## config.mk

```make
export PLATFORM = sky130hd
export DESIGN_NAME = axil_reg_cmd_seq_flat
export DESIGN_NICKNAME = d
export VERILOG_FILES = /design/src/rtl/axil_reg_pkg.sv /design/src/rtl/axil_reg_cmd_seq_if.sv /design/src/rtl/axil_single_xfer.sv /design/src/rtl/axil_reg_cmd_seq.sv /design/src/flat_wrapper.sv
export SDC_FILE = /design/constraint.sdc
export NUM_CORES = 1
export LEC_CHECK = 0
export BUFFER_PORTS_ARGS = -buffer_cell sky130_fd_sc_hd__buf_2
export CAP_MARGIN = 15
export CORE_MARGIN = 2
export CORE_UTILIZATION = 40
export CTS_CLUSTER_DIAMETER = 150
export DETAILED_ROUTE_END_ITERATION = 12
export MAX_ROUTING_LAYER = met4
export SYNTH_ARGS = -nofsm -noshare
export SYNTH_HDL_FRONTEND = slang
export SYNTH_SLANG_ARGS = --single-unit
```

## constraint.sdc

```tcl
create_clock -name clk -period 7.64 [get_ports clk]
set_input_delay 1.528 -clock clk [delete_from_list [all_inputs] [get_ports clk]]
set_output_delay 1.528 -clock clk [all_outputs]
set_load 0.03 [all_outputs]
```

## src/rtl/axil_reg_pkg.sv

```systemverilog
// rtl/axil_reg_pkg.sv - register map, response codes and FSM states of the axil_reg_ctrl command sequencer
package axil_reg_pkg;

  localparam logic [31:0] REG_RD_ADDR = 32'h0000_0000;
  localparam logic [31:0] REG_RD_DATA = 32'h0000_0004;
  localparam logic [31:0] REG_WR_ADDR = 32'h0000_0008;
  localparam logic [31:0] REG_WR_DATA = 32'h0000_000C;

  localparam int          BUSY_BIT  = 31;
  localparam logic [1:0]  RESP_OKAY = 2'b00;

  typedef enum logic [2:0] {
    ST_IDLE, ST_WR_DATA, ST_WR_ADDR, ST_RD_ADDR, ST_POLL, ST_RD_DATA, ST_RESP
  } seq_state_t;

  typedef enum logic [2:0] {
    X_IDLE, X_WRITE, X_BRESP, X_RADDR, X_RDATA
  } xfer_state_t;

  // Address-register value that kicks off an access: busy bit set, byte address in the low half.
  function automatic logic [31:0] kick_word(input logic [15:0] addr);
    return {1'b1, 15'h0, addr};
  endfunction

endpackage

```

## src/rtl/axil_reg_cmd_seq_if.sv

```systemverilog
// rtl/axil_reg_cmd_seq_if.sv - AXI4-Lite bus between the sequencer and axil_reg_ctrl
interface axil_reg_cmd_seq_if;

  logic [31:0] awaddr;
  logic [2:0]  awprot;
  logic        awvalid;
  logic        awready;
  logic [31:0] wdata;
  logic [3:0]  wstrb;
  logic        wvalid;
  logic        wready;
  logic [1:0]  bresp;
  logic        bvalid;
  logic        bready;
  logic [31:0] araddr;
  logic [2:0]  arprot;
  logic        arvalid;
  logic        arready;
  logic [31:0] rdata;
  logic [1:0]  rresp;
  logic        rvalid;
  logic        rready;

  modport master (
    output awaddr, awprot, awvalid, input awready,
    output wdata, wstrb, wvalid, input wready,
    input bresp, bvalid, output bready,
    output araddr, arprot, arvalid, input arready,
    input rdata, rresp, rvalid, output rready
  );

  modport slave (
    input awaddr, awprot, awvalid, output awready,
    input wdata, wstrb, wvalid, output wready,
    output bresp, bvalid, input bready,
    input araddr, arprot, arvalid, output arready,
    output rdata, rresp, rvalid, input rready
  );

endinterface

```

## src/rtl/axil_single_xfer.sv

```systemverilog
// rtl/axil_single_xfer.sv - single-beat AXI4-Lite write/read engine with start/done/resp handshake
module axil_single_xfer
  import axil_reg_pkg::*;
(
  input  logic               clk,
  input  logic               rst,
  input  logic               start,
  input  logic               we,
  input  logic [31:0]        addr,
  input  logic [31:0]        wdata,
  input  logic [3:0]         wstrb,
  output logic               done,
  output logic [1:0]         resp,
  output logic [31:0]        rdata,
  axil_reg_cmd_seq_if.master m_axil
);

  xfer_state_t state;
  logic [31:0] addr_q;
  logic [31:0] wdata_q;
  logic [3:0]  wstrb_q;
  logic        awvalid_q;
  logic        wvalid_q;
  logic        bready_q;
  logic        arvalid_q;
  logic        rready_q;

  assign m_axil.awaddr  = addr_q;
  assign m_axil.awprot  = 3'h0;
  assign m_axil.awvalid = awvalid_q;
  assign m_axil.wdata   = wdata_q;
  assign m_axil.wstrb   = wstrb_q;
  assign m_axil.wvalid  = wvalid_q;
  assign m_axil.bready  = bready_q;
  assign m_axil.araddr  = addr_q;
  assign m_axil.arprot  = 3'h0;
  assign m_axil.arvalid = arvalid_q;
  assign m_axil.rready  = rready_q;

  always_ff @(posedge clk or posedge rst) begin
    if (rst) begin
      state     <= X_IDLE;
      addr_q    <= '0;
      wdata_q   <= '0;
      wstrb_q   <= '0;
      awvalid_q <= 1'b0;
      wvalid_q  <= 1'b0;
      bready_q  <= 1'b0;
      arvalid_q <= 1'b0;
      rready_q  <= 1'b0;
      done      <= 1'b0;
      resp      <= RESP_OKAY;
      rdata     <= '0;
    end else begin
      done <= 1'b0;
      case (state)
        X_IDLE: begin
          if (start) begin
            addr_q <= addr;
            if (we) begin
              wdata_q   <= wdata;
              wstrb_q   <= wstrb;
              awvalid_q <= 1'b1;
              wvalid_q  <= 1'b1;
              state     <= X_WRITE;
            end else begin
              arvalid_q <= 1'b1;
              state     <= X_RADDR;
            end
          end
        end
        X_WRITE: begin
          // AW and W retire independently; B is only opened once both have gone through.
          if (awvalid_q && m_axil.awready) awvalid_q <= 1'b0;
          if (wvalid_q && m_axil.wready)   wvalid_q  <= 1'b0;
          if ((!awvalid_q || m_axil.awready) && (!wvalid_q || m_axil.wready)) begin
            bready_q <= 1'b1;
            state    <= X_BRESP;
          end
        end
        X_BRESP: begin
          if (m_axil.bvalid) begin
            bready_q <= 1'b0;
            resp     <= m_axil.bresp;
            rdata    <= '0;
            done     <= 1'b1;
            state    <= X_IDLE;
          end
        end
        X_RADDR: begin
          if (m_axil.arready) begin
            arvalid_q <= 1'b0;
            rready_q  <= 1'b1;
            state     <= X_RDATA;
          end
        end
        X_RDATA: begin
          if (m_axil.rvalid) begin
            rready_q <= 1'b0;
            resp     <= m_axil.rresp;
            rdata    <= m_axil.rdata;
            done     <= 1'b1;
            state    <= X_IDLE;
          end
        end
        default: state <= X_IDLE;
      endcase
    end
  end

endmodule

```

## src/rtl/axil_reg_cmd_seq.sv

```systemverilog
// rtl/axil_reg_cmd_seq.sv - turns write/read commands into the axil_reg_ctrl register protocol
module axil_reg_cmd_seq
  import axil_reg_pkg::*;
#(
  parameter logic [31:0] BASE_ADDR  = 32'h44A0_0000,
  parameter int          POLL_LIMIT = 64,
  parameter int          POLL_GAP   = 4
) (
  input  logic               clk,
  input  logic               rst,
  input  logic               cmd_valid,
  output logic               cmd_ready,
  input  logic               cmd_write,
  input  logic [15:0]        cmd_addr,
  input  logic [31:0]        cmd_data,
  input  logic [3:0]         cmd_strb,
  output logic               rsp_valid,
  input  logic               rsp_ready,
  output logic [31:0]        rsp_data,
  output logic               rsp_err,
  output logic               rsp_timeout,
  axil_reg_cmd_seq_if.master m_axil
);

  localparam logic [15:0] POLL_LAST = 16'(POLL_LIMIT - 1);
  localparam logic [7:0]  GAP_LAST  = 8'(POLL_GAP);

  seq_state_t  state;
  logic        write_q;
  logic [15:0] addr_q;
  logic [7:0]  gap_cnt;
  logic [15:0] poll_cnt;
  logic        poll_rd;

  logic        x_start;
  logic        x_we;
  logic [31:0] x_addr;
  logic [31:0] x_wdata;
  logic [3:0]  x_wstrb;
  logic        x_done;
  logic [1:0]  x_resp;
  logic [31:0] x_rdata;

  axil_single_xfer u_xfer (
    .clk    (clk),
    .rst    (rst),
    .start  (x_start),
    .we     (x_we),
    .addr   (x_addr),
    .wdata  (x_wdata),
    .wstrb  (x_wstrb),
    .done   (x_done),
    .resp   (x_resp),
    .rdata  (x_rdata),
    .m_axil (m_axil)
  );

  always_ff @(posedge clk or posedge rst) begin
    if (rst) begin
      state       <= ST_IDLE;
      cmd_ready   <= 1'b0;
      rsp_valid   <= 1'b0;
      rsp_data    <= '0;
      rsp_err     <= 1'b0;
      rsp_timeout <= 1'b0;
      write_q     <= 1'b0;
      addr_q      <= '0;
      gap_cnt     <= '0;
      poll_cnt    <= '0;
      poll_rd     <= 1'b0;
      x_start     <= 1'b0;
      x_we        <= 1'b0;
      x_addr      <= '0;
      x_wdata     <= '0;
      x_wstrb     <= '0;
    end else begin
      x_start <= 1'b0;
      case (state)
        ST_IDLE: begin
          cmd_ready <= 1'b1;
          if (cmd_valid && cmd_ready) begin
            cmd_ready <= 1'b0;
            write_q   <= cmd_write;
            addr_q    <= cmd_addr;
            x_start   <= 1'b1;
            x_we      <= 1'b1;
            if (cmd_write) begin
              x_addr  <= BASE_ADDR + REG_WR_DATA;
              x_wdata <= cmd_data;
              x_wstrb <= cmd_strb;
              state   <= ST_WR_DATA;
            end else begin
              x_addr  <= BASE_ADDR + REG_RD_ADDR;
              x_wdata <= kick_word(cmd_addr);
              x_wstrb <= 4'hF;
              state   <= ST_RD_ADDR;
            end
          end
        end
        ST_WR_DATA: begin
          if (x_done) begin
            if (x_resp != RESP_OKAY) begin
              rsp_valid <= 1'b1;
              rsp_err   <= 1'b1;
              rsp_data  <= '0;
              state     <= ST_RESP;
            end else begin
              x_start <= 1'b1;
              x_we    <= 1'b1;
              x_addr  <= BASE_ADDR + REG_WR_ADDR;
              x_wdata <= kick_word(addr_q);
              x_wstrb <= 4'hF;
              state   <= ST_WR_ADDR;
            end
          end
        end
        ST_WR_ADDR, ST_RD_ADDR: begin
          if (x_done) begin
            if (x_resp != RESP_OKAY) begin
              rsp_valid <= 1'b1;
              rsp_err   <= 1'b1;
              rsp_data  <= '0;
              state     <= ST_RESP;
            end else begin
              gap_cnt  <= '0;
              poll_cnt <= '0;
              poll_rd  <= 1'b0;
              state    <= ST_POLL;
            end
          end
        end
        ST_POLL: begin
          // poll_rd separates the idle gap from an outstanding read of the address register.
          if (!poll_rd) begin
            if (gap_cnt == GAP_LAST) begin
              x_start <= 1'b1;
              x_we    <= 1'b0;
              x_addr  <= BASE_ADDR + (write_q ? REG_WR_ADDR : REG_RD_ADDR);
              poll_rd <= 1'b1;
            end else begin
              gap_cnt <= gap_cnt + 8'd1;
            end
          end else if (x_done) begin
            poll_rd <= 1'b0;
            gap_cnt <= '0;
            if (x_resp != RESP_OKAY) begin
              rsp_valid <= 1'b1;
              rsp_err   <= 1'b1;
              rsp_data  <= '0;
              state     <= ST_RESP;
            end else if (!x_rdata[BUSY_BIT]) begin
              if (write_q) begin
                rsp_valid <= 1'b1;
                rsp_data  <= '0;
                state     <= ST_RESP;
              end else begin
                x_start <= 1'b1;
                x_we    <= 1'b0;
                x_addr  <= BASE_ADDR + REG_RD_DATA;
                state   <= ST_RD_DATA;
              end
            end else if (poll_cnt == POLL_LAST) begin
              rsp_valid   <= 1'b1;
              rsp_timeout <= 1'b1;
              rsp_data    <= '0;
              state       <= ST_RESP;
            end else begin
              poll_cnt <= poll_cnt + 16'd1;
            end
          end
        end
        ST_RD_DATA: begin
          if (x_done) begin
            rsp_valid <= 1'b1;
            rsp_err   <= (x_resp != RESP_OKAY);
            rsp_data  <= (x_resp == RESP_OKAY) ? x_rdata : 32'h0;
            state     <= ST_RESP;
          end
        end
        ST_RESP: begin
          if (rsp_ready) begin
            rsp_valid   <= 1'b0;
            rsp_err     <= 1'b0;
            rsp_timeout <= 1'b0;
            rsp_data    <= '0;
            state       <= ST_IDLE;
          end
        end
        default: state <= ST_IDLE;
      endcase
    end
  end

endmodule

```

## src/flat_wrapper.sv

```systemverilog
// flat-port wrapper written by rule: the top's interface ports become plain ports
module axil_reg_cmd_seq_flat import axil_reg_pkg::*;
#(
  parameter logic [31:0] BASE_ADDR  = 32'h44A0_0000,
  parameter int          POLL_LIMIT = 64,
  parameter int          POLL_GAP   = 4
)
  (clk, rst, cmd_valid, cmd_ready, cmd_write, cmd_addr, cmd_data, cmd_strb, rsp_valid, rsp_ready, rsp_data, rsp_err, rsp_timeout, m_axil_awaddr, m_axil_awprot, m_axil_awvalid, m_axil_awready, m_axil_wdata, m_axil_wstrb, m_axil_wvalid, m_axil_wready, m_axil_bresp, m_axil_bvalid, m_axil_bready, m_axil_araddr, m_axil_arprot, m_axil_arvalid, m_axil_arready, m_axil_rdata, m_axil_rresp, m_axil_rvalid, m_axil_rready);
  axil_reg_cmd_seq_if m_axil_i ();
  input  logic clk;
  input  logic rst;
  input  logic cmd_valid;
  output logic cmd_ready;
  input  logic cmd_write;
  input  logic [15:0] cmd_addr;
  input  logic [31:0] cmd_data;
  input  logic [3:0] cmd_strb;
  output logic rsp_valid;
  input  logic rsp_ready;
  output logic [31:0] rsp_data;
  output logic rsp_err;
  output logic rsp_timeout;
  output wire logic [$bits(m_axil_i.awaddr)-1:0] m_axil_awaddr;
  output wire logic [$bits(m_axil_i.awprot)-1:0] m_axil_awprot;
  output wire logic [$bits(m_axil_i.awvalid)-1:0] m_axil_awvalid;
  input wire logic [$bits(m_axil_i.awready)-1:0] m_axil_awready;
  output wire logic [$bits(m_axil_i.wdata)-1:0] m_axil_wdata;
  output wire logic [$bits(m_axil_i.wstrb)-1:0] m_axil_wstrb;
  output wire logic [$bits(m_axil_i.wvalid)-1:0] m_axil_wvalid;
  input wire logic [$bits(m_axil_i.wready)-1:0] m_axil_wready;
  input wire logic [$bits(m_axil_i.bresp)-1:0] m_axil_bresp;
  input wire logic [$bits(m_axil_i.bvalid)-1:0] m_axil_bvalid;
  output wire logic [$bits(m_axil_i.bready)-1:0] m_axil_bready;
  output wire logic [$bits(m_axil_i.araddr)-1:0] m_axil_araddr;
  output wire logic [$bits(m_axil_i.arprot)-1:0] m_axil_arprot;
  output wire logic [$bits(m_axil_i.arvalid)-1:0] m_axil_arvalid;
  input wire logic [$bits(m_axil_i.arready)-1:0] m_axil_arready;
  input wire logic [$bits(m_axil_i.rdata)-1:0] m_axil_rdata;
  input wire logic [$bits(m_axil_i.rresp)-1:0] m_axil_rresp;
  input wire logic [$bits(m_axil_i.rvalid)-1:0] m_axil_rvalid;
  output wire logic [$bits(m_axil_i.rready)-1:0] m_axil_rready;
  assign m_axil_awaddr = m_axil_i.awaddr;
  assign m_axil_awprot = m_axil_i.awprot;
  assign m_axil_awvalid = m_axil_i.awvalid;
  assign m_axil_i.awready = m_axil_awready;
  assign m_axil_wdata = m_axil_i.wdata;
  assign m_axil_wstrb = m_axil_i.wstrb;
  assign m_axil_wvalid = m_axil_i.wvalid;
  assign m_axil_i.wready = m_axil_wready;
  assign m_axil_i.bresp = m_axil_bresp;
  assign m_axil_i.bvalid = m_axil_bvalid;
  assign m_axil_bready = m_axil_i.bready;
  assign m_axil_araddr = m_axil_i.araddr;
  assign m_axil_arprot = m_axil_i.arprot;
  assign m_axil_arvalid = m_axil_i.arvalid;
  assign m_axil_i.arready = m_axil_arready;
  assign m_axil_i.rdata = m_axil_rdata;
  assign m_axil_i.rresp = m_axil_rresp;
  assign m_axil_i.rvalid = m_axil_rvalid;
  assign m_axil_rready = m_axil_i.rready;
  axil_reg_cmd_seq #(.BASE_ADDR(BASE_ADDR), .POLL_LIMIT(POLL_LIMIT), .POLL_GAP(POLL_GAP)) u_core (.clk(clk), .rst(rst), .cmd_valid(cmd_valid), .cmd_ready(cmd_ready), .cmd_write(cmd_write), .cmd_addr(cmd_addr), .cmd_data(cmd_data), .cmd_strb(cmd_strb), .rsp_valid(rsp_valid), .rsp_ready(rsp_ready), .rsp_data(rsp_data), .rsp_err(rsp_err), .rsp_timeout(rsp_timeout), .m_axil(m_axil_i));
endmodule
```

==> results.cfg, run 1 <==
[run_status]
outcome = completed

[placed_design]
dp_hpwl_mm = 13.8
place_area_sq_um = 10300
portBuffers = 186
place_congestion = 0.813

[floorplan]
dieArea_sq_um = 24800
io_pins = 245
rows = 56
coreArea_sq_um = 23300
start_util_pct = 40.5
die_h_um = 157
fp.dieW_um = 157

[critical_path]
slowest_delay_ns = 0.94
critPathArrivalTime_ns = 3.30
r2r_setup_slack_ns = 4.69
worstReg2RegStart = u_core.state[1]
cp-end-kind = flop
path_buf_inv = 1
critPathSlowestCell = nor3b_2
crit_family = simple AND/OR/NAND/NOR gates
path_cells = nor3b_2 > nand3_1 > o211ai_1 > buf_4 > o21ai_0
path_class = flop to flop
r2r_cells = 5
path_max_fanout = 66
critPathRequiredTime_ns = 8.00
timing.rr.end = u_core.rsp_data[31]
startpoint_type = flop
crit_start = u_core.state[1]

[timing]
max_freq_ghz = 0.339
max_slew_margin_pct = 30.0
clock_skew_ns = 0.0262
hold_viol = 0
drv_slew = 0
fin_tns_setup_ns = 0
whs_ns = 0.470
tightest_slew_ns = 1.05
finalCritPeriodShare_pct = 38.6
period_minus_slack_ns = 2.95
rsz0062_at_grt = false
setup_viol = 0

[cts]
cts_tree = yes
ctsRootBufferMaster = clkbuf_16
clockBufferDepth = 3
path_clk_slew_ns = 0.06
cts.htree.levels = 1
cts_sinks = 204
postCtsHoldBufs = 0
clkLatencyLatePin_ns = 0.51
postCtsSetupRepairBufs = 0
cts_buffers = 23
ctsResizeCount = 0

[pwr]
irDropWorstVdd_mv = 0.173
power_density_nw_per_um2 = 367
cellLeakagePower_nw = 5.43

[finish]
fin_area_sq_um = 11100
mostFrequentLayoutCells = dfrtp_1, buf_2, nand2_1
fill_cells = 2235
final_layout_size_suffix_gt1_share_pct = 28.2
synthToLayoutAreaGrowth_pct = 17.5
layout_commonest_cell = dfrtp_1
finalNetCount = 1162

[hold_path]
worstHoldPathCells = 1
hold_end = u_core.gap_cnt[7]
holdCritPathClass = flop to flop
hold_path.startpoint = u_core.gap_cnt[7]

[grt]
met3_usage_pct = 2.56
grt_pass1_vias = 6603
grt.overflow.total = 0
grt_max_degree = 131
use_met2_pct = 27.2
busiest_layer = met2
grt_usage_pct = 17.1
grt_pass1_wl_mm = 33.4
antenna_found_initial = 1
grtUsageMet1_pct = 22.7

[synth]
seq_area_frac_synth_pct = 54.2
synth.top_cell.area_share_pct = 54.2
ys_warn_count = 0
netlist_area_sq_um = 9420
yosysUniqueCellTypes = 60
synth_edf_count = 0
ys_ff_latch = 204
async_reset_ff_share_pct = 100
ys_top_cells_by_area = dfrtp_1, mux2_2, nand2_1
synth.largest_area_cell = dfrtp_1
synth_flop_cell = dfrtp_1
avgSynthCellArea_sq_um = 10.4
netlist_instances = 902

[route]
drt-total-wl_mm = 20.8
drc = 0
viasPerCell = 4.94
firstDrtPassIters = 5
wl_per_cell_um = 14.9
vias = 6886
drtIter0Drc = 395
ant_nets = 0

[run]
maxCapViolations = 0
-- cell type report --
| cell class | instances | area (sq um) | share of cell area [%] |
|---|---|---|---|
| clock inverter | 9 | 109 | 0.984 |
| multi-input combinational | 627 | 3780 | 34.2 |
| timing repair buffer | 194 | 1000 | 9.07 |
| tap | 319 | 399 | 3.61 |
| antenna | 1 | 2.50 | 0.0226 |
| clock buffer | 30 | 612 | 5.53 |
| sequential | 204 | 5100 | 46.2 |
| inverter | 11 | 48.8 | 0.441 |
-- synthesized netlist by cell type, types with 4 or more instances --
| cell | number |
|---|---|
| dfrtp_1 | 204 |
| nand2_1 | 152 |
| o21ai_0 | 100 |
| buf_4 | 69 |
| mux2_2 | 58 |
| nor2_1 | 44 |
| a21oi_1 | 34 |
| a22o_1 | 34 |
| clkbuf_1 | 33 |
| mux2i_1 | 24 |
| buf_2 | 14 |
| and3_1 | 12 |
| nand3_1 | 12 |
| inv_1 | 11 |
| a31oi_1 | 10 |
| nand4_1 | 8 |
| nor3_1 | 7 |
| nand2b_1 | 6 |
| o22ai_1 | 5 |
| nor3b_1 | 4 |
| nor4_1 | 4 |
| xor2_1 | 4 |
-- power by group --
part           internal (mW)  total, mW  leakage (nW)  switching (mW)
Combinational          0.498       1.33          2.40           0.837
Clock                  0.634       1.06         0.357           0.430
Sequential              1.41       1.66          2.67           0.251
-- how the worst max path moves through the flow --
stage | to | slack, ns | depth (start not counted)
after floorplan | u_core.addr_q[0] | 0.54 | 1
after global placement | u_core.u_xfer.rdata[23] | 4.29 | 3
after detailed placement | u_core.x_wdata[30] | 4.25 | 4
after CTS | u_core.rsp_data[31] | 4.67 | 5
after global routing | u_core.rsp_data[2] | 4.39 | 5
final | u_core.rsp_data[31] | 4.69 | 5
-- layer usage --
metal	vias to the layer above	part of all wire [%]
met5	-	0
met3	36	5.1
met2	182	47
met4	0	2.3
li1	3351	-
met1	3317	45
-- kinds of logic after synthesis --
group,count (synthesis),share of synthesized area [%]
adder cells (fa/ha/maj),3,0.399
AO/OA/AOI/OAI,201,13.1
buffers and inverters,128,8.04
XOR/XNOR,5,0.465
other,1,0.0398
flip-flops,204,54.2
AND/OR/NAND/NOR,273,13.5
multiplexers,87,10.3
-- through the flow --
stage | util [%] | cells | worst slack (ns) | power (mW)
4_1_cts | 47.5 | 1393 | 4.67 | 4.11
2_1_floorplan | - | 959 | 0.545 | 2.69
3_5_place_dp | 44.4 | 1354 | 4.25 | 3.02
6_report | 47.5 | 1395 | 4.69 | 4.06
5_1_grt | 47.5 | 1395 | 4.39 | 4.34
3_3_place_gp | 44.4 | 1354 | 4.29 | 2.99
-- sequential cells by signal, indices dropped and copies added, names as in the netlist, 4 cells and up --
| register | flops |
|---|---|
| u_core.u_xfer.rdata | 32 |
| u_core.u_xfer.m_axil.wstrb | 4 |
| u_core.rsp_data | 32 |
| u_core.x_wstrb | 4 |
| u_core.x_wdata | 32 |
| u_core.poll_cnt | 16 |
| u_core.gap_cnt | 8 |
| u_core.addr_q | 16 |
| u_core.u_xfer.m_axil.wdata | 32 |
Power figures use the tool's default switching activity.
==> run 2, diff against run 1 <==
- clock period: 7.64 -> 2.9 ns (I/O delays scaled with it)
==> run 2 against run 1 <==
Net effect: combinational power rose to 2.8 times the previous value; global-route usage up 0.53 points; sequential power rose to 2.6 times the previous value; critical endpoint is now u_core.state[1]; highest routed layer unchanged; non-clock buffer count up 14; power rose to 2.7 times the previous value; first-iteration DRC count down 1.8%; count of clock-buffer cells in the layout unchanged; clock power rose to 2.6 times the previous value; register-to-register slack worse by 4.0 ns; final cell count up 0.65%.
==> results.cfg, run 2 (same netlist as run 1, synthesis figures left out) <==
[route]
wl_per_cell_um = 15.2
viasPerCell = 4.93
firstDrtPassIters = 4
drtIter0Drc = 388
drt-total-wl_mm = 21.3
ant_nets = 0
drc = 0
vias = 6916

[finish]
register_area_sq_um = 5100
synthToLayoutAreaGrowth_pct = 19.1
final_layout_size_suffix_gt1_share_pct = 29.0
mostFrequentLayoutCells = dfrtp_1, buf_2, nand2_1
multi_input_area_sq_um = 3780
fin_area_sq_um = 11200
layout_commonest_cell = dfrtp_1
finalNetCount = 1175
final_util_pct = 48.2
fill_cells = 2256

[critical_path]
slowest_delay_ns = 0.41
critPathSlowestCell = dfrtp_1
critPathArrivalTime_ns = 2.61
path_class = flop to flop
path_max_fanout = 5
path_cells = ha_1 > nor4bb_1 > and4_1 > o21ai_0 > nor3_1 > mux2_2
critPathRequiredTime_ns = 3.28
startpoint_type = flop
cp-end-kind = flop

[grt]
grt_max_degree = 74
grt_pass1_wl_mm = 34.3
grt_usage_pct = 17.6
grt.overflow.total = 0
grt_pass1_vias = 6570
antenna_found_initial = 1

[floorplan]
fp.dieW_um = 157
start_util_pct = 40.5
dieArea_sq_um = 24800
rows = 56
coreArea_sq_um = 23300
die_h_um = 157
io_pins = 245

[timing]
setup_viol = 0
drv_slew = 0
setup_ws_ns = 0.671
tightest_slew_ns = 1.13
rsz0062_at_grt = false
clock_skew_ns = 0.00758
hold_viol = 0
max_freq_ghz = 0.449
finalCritPeriodShare_pct = 76.9
max_slew_margin_pct = 24.6
period_minus_slack_ns = 2.23

[pwr]
p_comb_share_pct = 34.9
switching_power_mw = 3.99
intPower_mw = 6.79
clkPwrFrac_pct = 25.6
power_density_nw_per_um2 = 961
cellLeakagePower_nw = 5.51
power_frac_seq_pct = 39.5
p_sw_share_pct = 37.0
finalPower_mw = 10.8
irDropWorstVdd_mv = 0.459

[cts]
cts_buffers = 22
cts.htree.levels = 1
postCtsHoldBufs = 0
clockBufferDepth = 3
cts_tree = yes
ctsRootBufferMaster = clkbuf_16
path_clk_slew_ns = 0.06
cts_sinks = 204
clkLatencyLatePin_ns = 0.50
postCtsSetupRepairBufs = 0
ctsResizeCount = 0

[run_status]
outcome = completed

[placed_design]
dp_hpwl_mm = 14.7
place_area_sq_um = 10500
place_congestion = 0.858
portBuffers = 186
dp_slack_ns = 0.695

[run]
maxCapViolations = 0

[hold_path]
holdCritPathClass = input port to asynchronous set/reset pin
[run 2: cell count changes in the layout (fill, tap and decap cells not counted), moves of 2 or more]
cell      change
inv_8         -2
clkbuf_1      -2
inv_6         -2
clkbuf_8      +2
buf_4         +8
clkinv_2      -2
buf_12        +6
[run 2: layout make-up]
type                    instances  area share, %
diodes                          1         0.0223
clock buffers                  30           5.63
clock inverters                 4          0.625
inverters                      11          0.402
multi-input cells             627           33.7
flip-flops and latches        204           45.5
well taps                     319           3.56
repair buffers                208           10.6
[run 2: final timing paths]
kind,startpoint,to,slack (ns),depth (start not counted)
hold / removal,rst,u_core.u_xfer.rdata[9],0.16,2
min in group clk,m_axil_rdata[10],u_core.u_xfer.rdata[10],0.30,2
setup / recovery,u_core.poll_cnt[0],u_core.state[1],0.67,6
max in group asynchronous,rst,u_core.rsp_data[15],1.96,4
hold reg to reg,u_core.x_wdata[23],u_core.x_wdata[23],0.47,2
setup reg to reg,u_core.poll_cnt[0],u_core.state[1],0.67,6
[run 2: routing by layer]
layer,part of all wire (%),vias to the layer above,GRT usage [%]
met5,0,-,-
met2,48,185,28.0
met1,45,3346,23.8
li1,-,3350,-
met3,4.7,35,2.48
met4,2.0,0,4.68
[run 2: power by group through the flow]
| stage | registers [mW] | clock network [mW] | logic (mW) |
|---|---|---|---|
| after floorplan | 4.77 | 0 | 2.32 |
| after global placement | 4.27 | 0 | 3.76 |
| after detailed placement | 4.31 | 0 | 3.79 |
| after CTS | 4.26 | 2.84 | 3.80 |
| after global routing | 4.38 | 2.96 | 4.16 |
| final | 4.26 | 2.76 | 3.76 |
[run 2: critical path: cells and delay by family, from the launching register on]
family,cells,cell delay (ns)
and+or+nand+nor,3,0.97
AOI/OAI and AO/OA,1,0.12
muxes,1,0.37
adders and majority gates,1,0.26
DFF,1,0.41
[run 2: per-stage QoR]
| step | instances | hold WS [ns] | setup TNS, ns |
|---|---|---|---|
| 6_report | 1404 | 0.160 | 0 |
| 5_1_grt | 1404 | 0.189 | 0 |
| 4_1_cts | 1403 | 0.162 | 0 |
| 3_5_place_dp | 1369 | 0.465 | 0 |
| 3_3_place_gp | 1369 | 0.458 | 0 |
| 2_1_floorplan | 959 | 0.433 | -66.15 |
